## src/rtl/serial_pkg.sv

```systemverilog
// rtl/serial_pkg.sv - shared state encoding and sizing helper for the bit-serial subtractor
package serial_pkg;

    typedef enum logic [1:0] {
        S_IDLE  = 2'd0,
        S_SHIFT = 2'd1,
        S_DONE  = 2'd2
    } state_t;

    localparam int DEF_WIDTH = 8;

    function automatic int cnt_w(input int width);
        return (width > 1) ? $clog2(width) : 1;
    endfunction

endpackage

```

## src/rtl/serial_full_sub_if.sv

```systemverilog
// rtl/serial_full_sub_if.sv - start/done operand and result bundle; ovf present with SERIAL_SUB_OVF_EN
interface serial_full_sub_if #(
    parameter int WIDTH = 8
);
    logic             start;
    logic [WIDTH-1:0] a;
    logic [WIDTH-1:0] b;
    logic             busy;
    logic             done;
    logic [WIDTH-1:0] diff;
    logic             borrow_out;
`ifdef SERIAL_SUB_OVF_EN
    logic             ovf;

    modport master (output start, a, b, input busy, done, diff, borrow_out, ovf);
    modport slave  (input start, a, b, output busy, done, diff, borrow_out, ovf);
`else
    modport master (output start, a, b, input busy, done, diff, borrow_out);
    modport slave  (input start, a, b, output busy, done, diff, borrow_out);
`endif
endinterface

```

## src/rtl/full_sub.sv

```systemverilog
// rtl/full_sub.sv - one-bit combinational full subtractor cell
module full_sub (
    input  logic a,
    input  logic b,
    input  logic bin,
    output logic d,
    output logic bout
);
    assign d    = a ^ b ^ bin;
    assign bout = (~a & b) | (~(a ^ b) & bin);
endmodule

```

## src/rtl/serial_full_sub.sv

```systemverilog
// rtl/serial_full_sub.sv - LSB-first bit-serial a-b over WIDTH clocks; SERIAL_SUB_OVF_EN adds signed overflow
module serial_full_sub
    import serial_pkg::*;
#(
    parameter int WIDTH = DEF_WIDTH
) (
    input logic                clk,
    input logic                rst,
    serial_full_sub_if.slave   bus
);
    localparam int CNT_W = cnt_w(WIDTH);

    state_t           state;
    state_t           state_nxt;
    logic [WIDTH-1:0] sa;
    logic [WIDTH-1:0] sb;
    logic [WIDTH-1:0] acc;
    logic [WIDTH-1:0] diff_q;
    logic [CNT_W-1:0] cnt;
    logic             bw;
    logic             borrow_q;
    logic             done_q;
    logic             cell_d;
    logic             cell_bout;

    full_sub u_cell (
        .a    (sa[0]),
        .b    (sb[0]),
        .bin  (bw),
        .d    (cell_d),
        .bout (cell_bout)
    );

    always_ff @(posedge clk) begin
        if (rst) begin
            state <= S_IDLE;
        end else begin
            state <= state_nxt;
        end
    end

    always_comb begin
        state_nxt = state;
        case (state)
            S_IDLE:  if (bus.start) state_nxt = S_SHIFT;
            S_SHIFT: if (cnt == CNT_W'(WIDTH - 1)) state_nxt = S_DONE;
            S_DONE:  state_nxt = S_IDLE;
            default: state_nxt = S_IDLE;
        endcase
    end

    // Result registers only change when leaving DONE, so diff survives a new load.
    always_ff @(posedge clk) begin
        if (rst) begin
            sa       <= '0;
            sb       <= '0;
            acc      <= '0;
            bw       <= 1'b0;
            cnt      <= '0;
            done_q   <= 1'b0;
            diff_q   <= '0;
            borrow_q <= 1'b0;
        end else begin
            done_q <= 1'b0;
            case (state)
                S_IDLE: begin
                    if (bus.start) begin
                        sa  <= bus.a;
                        sb  <= bus.b;
                        bw  <= 1'b0;
                        cnt <= '0;
                    end
                end
                S_SHIFT: begin
                    sa  <= sa >> 1;
                    sb  <= sb >> 1;
                    acc <= {cell_d, acc[WIDTH-1:1]};
                    bw  <= cell_bout;
                    cnt <= cnt + CNT_W'(1);
                end
                S_DONE: begin
                    done_q   <= 1'b1;
                    diff_q   <= acc;
                    borrow_q <= bw;
                end
                default: ;
            endcase
        end
    end

`ifdef SERIAL_SUB_OVF_EN
    logic a_msb;
    logic b_msb;
    logic ovf_q;

    // Signed overflow: operand signs differ and the result sign departs from the minuend.
    always_ff @(posedge clk) begin
        if (rst) begin
            a_msb <= 1'b0;
            b_msb <= 1'b0;
            ovf_q <= 1'b0;
        end else if (state == S_IDLE && bus.start) begin
            a_msb <= bus.a[WIDTH-1];
            b_msb <= bus.b[WIDTH-1];
        end else if (state == S_DONE) begin
            ovf_q <= (a_msb != b_msb) && (acc[WIDTH-1] != a_msb);
        end
    end

    assign bus.ovf = ovf_q;
`endif

    assign bus.busy       = (state == S_SHIFT);
    assign bus.done       = done_q;
    assign bus.diff       = diff_q;
    assign bus.borrow_out = borrow_q;

endmodule

```

## src/flat_wrapper.sv

```systemverilog
// flat-port wrapper written by rule: the top's interface ports become plain ports
module serial_full_sub_flat import serial_pkg::*;
#(
    parameter int WIDTH = DEF_WIDTH
)
  (clk, rst, bus_start, bus_a, bus_b, bus_busy, bus_done, bus_diff, bus_borrow_out);
  serial_full_sub_if #(.WIDTH(WIDTH)) bus_i ();
  input logic clk;
  input logic rst;
  input wire logic [$bits(bus_i.start)-1:0] bus_start;
  input wire logic [$bits(bus_i.a)-1:0] bus_a;
  input wire logic [$bits(bus_i.b)-1:0] bus_b;
  output wire logic [$bits(bus_i.busy)-1:0] bus_busy;
  output wire logic [$bits(bus_i.done)-1:0] bus_done;
  output wire logic [$bits(bus_i.diff)-1:0] bus_diff;
  output wire logic [$bits(bus_i.borrow_out)-1:0] bus_borrow_out;
  assign bus_i.start = bus_start;
  assign bus_i.a = bus_a;
  assign bus_i.b = bus_b;
  assign bus_busy = bus_i.busy;
  assign bus_done = bus_i.done;
  assign bus_diff = bus_i.diff;
  assign bus_borrow_out = bus_i.borrow_out;
  serial_full_sub #(.WIDTH(WIDTH)) u_core (.clk(clk), .rst(rst), .bus(bus_i));
endmodule
```

## config.mk

```make
export PLATFORM = sky130hd
export DESIGN_NAME = serial_full_sub_flat
export DESIGN_NICKNAME = d
export VERILOG_FILES = /design/src/rtl/serial_pkg.sv /design/src/rtl/serial_full_sub_if.sv /design/src/rtl/full_sub.sv /design/src/rtl/serial_full_sub.sv /design/src/flat_wrapper.sv
export SDC_FILE = /design/constraint.sdc
export NUM_CORES = 1
export LEC_CHECK = 0
export ABC_AREA = 1
export BUFFER_PORTS_ARGS = -buffer_cell sky130_fd_sc_hd__buf_2
export CAP_MARGIN = 20
export CORE_ASPECT_RATIO = 0.6
export CORE_MARGIN = 2
export CORE_UTILIZATION = 47
export CTS_BUF_LIST = sky130_fd_sc_hd__clkbuf_2
export DETAILED_ROUTE_END_ITERATION = 16
export GPL_TIMING_DRIVEN = 0
export PLACE_DENSITY = 0.68
export SETUP_SLACK_MARGIN = 0.02
export SLEW_MARGIN = 30
export SYNTH_ARGS = -nofsm -noshare
export SYNTH_HDL_FRONTEND = slang
export SYNTH_HIERARCHICAL = 1
export SYNTH_SLANG_ARGS = --single-unit
export TNS_END_PERCENT = 5
```

## constraint.sdc

```tcl
create_clock -name clk -period 1.3 [get_ports clk]
set_input_delay 0 -clock clk [delete_from_list [all_inputs] [get_ports clk]]
set_output_delay 0 -clock clk [all_outputs]
set_load 0.05 [all_outputs]
```

* Word level (Yosys, flattened, before mapping)
Cells that the tools add are included.
** Storage, ports and cells
- Flip-flop bits (word level) :: 40
- Latch bits :: 0
- Memory bits (writable) :: 0
- Bits in read-only memories :: 0
- Bits of input ports :: 19
- Output and inout bits :: 11
- Word-level logic and storage cells :: 38
- Memories :: 0
** Operators by class
- Add/subtract/negate cells :: 1
- $mul :: 0
- Divide/modulo/power cells :: 0
- Magnitude comparators :: 0
- Equality and inequality tests :: 5
- Shifts and indexed selects :: 0
- Mux-type cells :: 12
- Bitwise operators :: 7
- Reductions and logical operators :: 4
** Operators with widths (number)
- case mux 8 bit (2 select lines) :: 2
- two-way mux 8 bit :: 2
- case mux 3 bit (2 select lines) :: 1
- two-way mux 2 bit :: 2
- case mux 2 bit (2 select lines) :: 1
- AND reduction 2 bit :: 2
- adder 3 x 1 -> 3 bit (second input constant) :: 1
- == test 3 bit (second input constant) :: 1
- two-way mux 3 bit :: 1
- AND 1 bit :: 2
- == test 2 x 1 -> 1 bit (second input constant) :: 1
- == test 2 bit (second input constant) :: 1
- zero test 2 bit :: 1
- two-way mux 1 bit :: 2
- != test 2 x 1 -> 1 bit (second input constant) :: 1
- != test 2 bit (second input constant) :: 1
- NOT 1 bit :: 2
- case mux 1 bit (2 select lines) :: 1
- nonzero test 2 bit :: 1
- bitwise XOR 1 bit :: 2
- bitwise OR 1 bit :: 1

* Logic depth before layout (Yosys ltp)
- Word-level depth :: 5
- Gate-level depth with buffers :: 6
- Depth with buffers taken out :: 5

* Hierarchy
Netlist, hierarchy kept.
** By module, submodules not included
- serial_full_sub :: times used 1, cells an instance 251, area each 1767.9 µm², sequential area each 800.8 µm²
- full_sub :: times used 1, cells an instance 4, area each 31.3 µm², sequential area each 0.0 µm²

* Least setup slack after synthesis
Ideal clock, no wire load.
- Path kind :: register to register
- Start point :: register u_core.state[0]
- End point :: register u_core.cnt[1]
- Setup time :: 0.066 ns
- Arrival :: 1.062 ns
- Data required time :: 1.234 ns
- Path slack :: 0.172 ns
- Cell stages (with the launch flop) :: 7
- Path buffers :: 2
- Clock period less this slack :: 1.128 ns
- Cell sequence :: dfxtp_1 > buf_6 > nand2_2 > inv_2 > buf_4 > nand2_1 > a21oi_2
** On the way
- Word-level cells in the longest chain between the ends :: 3
- Elaborated cells on any way between the ends :: 6
- Classes of those cells :: eq/ne: 2; mux: 1; reduce/logical: 3
** RTL lines
- start, declared :: line serial_full_sub.sv:13 : state_t state;
- start signal, assigned :: line serial_full_sub.sv:38 : state <= state_nxt;
- == test 2 x 1 -> 1 bit *
- net bus_busy :: line flat_wrapper.sv:13 : output wire logic [$bits(bus_i.busy)-1:0] bus_busy;
- nonzero test 2 bit (no line)
- AND reduction 2 bit (no line)
- end signal, assigned :: line serial_full_sub.sv:79 : cnt <= cnt + CNT_W'(1);
- end, declared :: line serial_full_sub.sv:19 : logic [CNT_W-1:0] cnt;
The timed path passes the listed nets; every way through them passes the cells marked *.
A chain may end at the register's enable or synchronous reset.

* Worst setup path in the final report
- Start point :: register u_core.state[0]
- End point :: register u_core.sb[5]
** On the way
- Word-level cells in the longest chain between the ends :: 3
- Elaborated cells on any way between the ends :: 6
- Classes of those cells :: eq/ne: 2; mux: 1; reduce/logical: 3
** RTL lines
- == test 2 x 1 -> 1 bit / zero test 2 bit (equally long branches) :: line serial_full_sub.sv:65 : case (state)
- nonzero test 2 bit (no line) / != test 2 bit (equally long branches)
- AND reduction 2 bit (no line)
- end signal, assigned :: line serial_full_sub.sv:69 : sb <= bus.b;
- end signal, assigned :: line serial_full_sub.sv:76 : sb <= sb >> 1;
- end, declared :: line serial_full_sub.sv:16 : logic [WIDTH-1:0] sb;
Parallel ways exist; a longest one is shown, timed or not.

==> run summary <==
Slew Viols, Final - 0
Setup ws final - 0.0204 ns
Syn_area_per_cell - 7.06 µm²
Crit share post-route - 98.4%
Max-Cap Viols - 0
Result of the run - completed
Switch share - 27.2%
Synth unique cells - 19
Register area share after synthesis - 44.5%
Area Growth Syn to Fin - 30.8%
Post-layout min period - 1.28 ns
Area contributors post-synth - dfxtp_1 45%, nand2_1 13%, nor2_1 11%
Clk sinks - 40
CTS tree - built
Pin count of the biggest net entering global routing - 13
Fin util - 64.3%
WL/cell - 10.7 µm
Crit end category - flop
Worst reg-to-reg path cell count - 6
Via-per-instance ratio - 4.37
Syn nets - 277
Worst Setup Path Type - flop to flop
Post-route ant nets - 0
Internal Power - 0.00181 W
Cell Pwr Density - 1060 mW/mm²
IO Pins - 30
Switching Power - 0.000676 W
Vias in the first global route - 1481
CTS buffer count - 5
DP Worst Slack - 0.0176 ns
Die area - 0.00436 mm²
CP Max Fanout - 6
Wire length of the first global-routing pass - 6560 µm
DR DRC count - 0
CTS Buffer Depth - 2
RR Startpoint - u_core/state[0]$_SDFFE_PP0P_
Initial antenna violation count - 0
Routability cong. - 0.794
Commonest cells post-synth - 61 x nand2_1, 53 x nor2_1, 40 x dfxtp_1
Setup Viol. Count Final - 0
Hold Vio Cnt, Final - 0
Share of cells above drive strength 1 - 22.5%
Post-synth top area cell - dfxtp_1
# nets final - 337
Post-synth EDFFs - 0
Worst slew margin - 80.8%
Required @ worst endpoint - 1.60 ns
Layout fillers - 331
Fraction of post-synthesis cell area in the top cell type by area - 44.5%
Cell Area, Synth - 0.00180 mm²
Post-DP HPWL - 2510 µm
Die height - 51.9 µm
Starting DRC count in detailed routing - 76
Initial core utilization - 49.2%
Share of power burned in the clock network - 29.0%
Fin Setup TNS - 0 ns
Htree depth - 2
Clock transition at the registers of the reported paths - 0.21 ns
CTS root buffer - clkbuf_2
IO Port Bufs - 28
Reg2reg end - u_core/sb[5]$_SDFFE_PP0P_
GRT Overall Usage - 19.5%
Setup Skew - 0.0240 ns
Register-to-register setup slack - 0.02 ns
RSZ-0062 raised after global routing - true
Worst setup endpoint - u_core/sb[5]$_SDFFE_PP0P_
Core Box Area - 0.00366 mm²
Most numerous cell in the Yosys netlist - nand2_1
Crit path launch - u_core/state[0]$_SDFFE_PP0P_
Max IR drop VDD - 0.626 mV
Number of antenna diodes - 0
Synth Flop Type - dfxtp_1
P_leak - 1.21 nW
Synth warnings - 6
Grt total ovfl - 0
Max Clock Freq - 0.781 GHz
Async set or reset register ratio after synthesis - 0%
Rows - 17
Slew @ Worst Pin - 0.287 ns
Seq pwr share - 53.6%
Gate Count Post-Synth - 255
Die width - 83.9 µm
Worst setup SP type - flop
Clk Latency, worst-skew pair - 0.40 ns
Logic pwr share - 17.4%
Hold Path Class - input port to flop
Via count - 1588
TritonRoute pass-1 iters - 4
Total wire length - 3900 µm
Number of synthesized register bits - 40
Worst Path Arrival - 1.58 ns
-- state kept, by name, indices dropped and copies added, names as in the netlist --
signal	cells
u_core/bus.borrow_out	1
u_core/cnt	3
u_core/state	2
u_core/sa	8
u_core/acc	8
u_core/sb	8
u_core/bw	1
u_core/bus.diff	8
u_core/bus.done	1
-- layer usage --
metal / up-vias / routed length (µm) / track usage (%)
met5: - / 0 / 0
met4: 0 / 65 / 8.60
met3: 7 / 218 / 5.71
met2: 35 / 1470 / 28.3
met1: 663 / 2140 / 27.1
li1: 883 / - / -
-- power groups by stage --
stage | clock network (W) | registers (W) | logic [W]
3_3_place_gp | 0 | 0.00135 | 0.000345
4_1_cts | 0.000742 | 0.00133 | 0.000420
6_report | 0.000722 | 0.00133 | 0.000433
2_1_floorplan | 0 | 0.00135 | 0.000266
3_5_place_dp | 0 | 0.00136 | 0.000347
5_1_grt | 0.000802 | 0.00134 | 0.000492
-- worst min-delay path by stage --
stage,end,startpoint,slack [ns],cells after the start
global placement,u_core/sb[7]$_SDFFE_PP0P_,bus_b[7],0.29,3
floorplan,u_core/sb[7]$_SDFFE_PP0P_,bus_b[7],0.18,2
CTS,u_core/cnt[1]$_SDFFE_PP0P_,rst,0.37,3
global route,u_core/cnt[1]$_SDFFE_PP0P_,rst,0.36,3
finish,u_core/cnt[1]$_SDFFE_PP0P_,rst,0.39,3
detailed placement,u_core/sb[7]$_SDFFE_PP0P_,bus_b[7],0.30,3
-- worst max-delay path, stage by stage, from the launching register on --
cell and delay (ns):
dfxtp_4 0.42, buf_12 0.13, o21ai_4 0.27, buf_6 0.17, nand2_1 0.06, nand2_1 0.07, nor2_1 0.05
-- cells by family after synthesis --
| logic type | Yosys count | share of synthesized area, % |
|---|---|---|
| compound gates | 38 | 12.2 |
| simple gates | 124 | 28.0 |
| fa+ha+maj | 3 | 2.50 |
| buf+inv | 50 | 12.8 |
| flops | 40 | 44.5 |
-- final cells by class --
type                       instances  area (µm²)  share of cell area (%)
clock inverter                     3        37.5                    1.59
buffer                            10        71.3                    3.03
tap                               47        58.8                    2.50
sequential                        40         808                    34.3
clock buffer                       5        25.0                    1.06
timing repair buffer              55         415                    17.7
inverter                          38         155                    6.59
multi-input combinational        165         782                    33.2
-- layout by cell type (no fill, tap or decap) --
master,n
fa_1,1
clkinv_1,2
dfxtp_4,2
nand2_2,5
a21oi_1,14
nand2_8,1
a21oi_2,5
buf_12,1
dfxtp_1,38
clkbuf_2,5
nand3_1,2
nor3b_1,1
buf_8,1
ha_1,2
nor2_1,53
clkbuf_4,1
buf_6,5
inv_8,1
buf_4,5
buf_2,34
bufinv_16,1
o21ai_4,1
nand2_1,61
inv_1,35
o21ai_0,18
dlygate4sd3_1,18
nor2_8,1
inv_4,2
-- what timing repair did --
item / CTS / global route
pin swaps: 1 / 2
gates resized for setup: 9 / 13
hold buffers: 18 / 0
endpoints found under the hold margin: 21 / 0
cloned: 0 / 2
buffers inserted: 4 / 3
endpoints found under the setup margin: 11 / 12
-- metrics by stage --
| step | total power, W | instances | area [µm²] | hold slack, ns |
|---|---|---|---|---|
| after floorplan | 0.00161 | 255 | 1800 | 0.176 |
| after global placement | 0.00170 | 330 | 2000 | 0.292 |
| after detailed placement | 0.00170 | 330 | 2000 | 0.297 |
| after CTS | 0.00249 | 360 | 2310 | 0.373 |
| after global routing | 0.00264 | 363 | 2350 | 0.358 |
| final | 0.00249 | 363 | 2350 | 0.387 |
(Power assumes the default switching activity.)
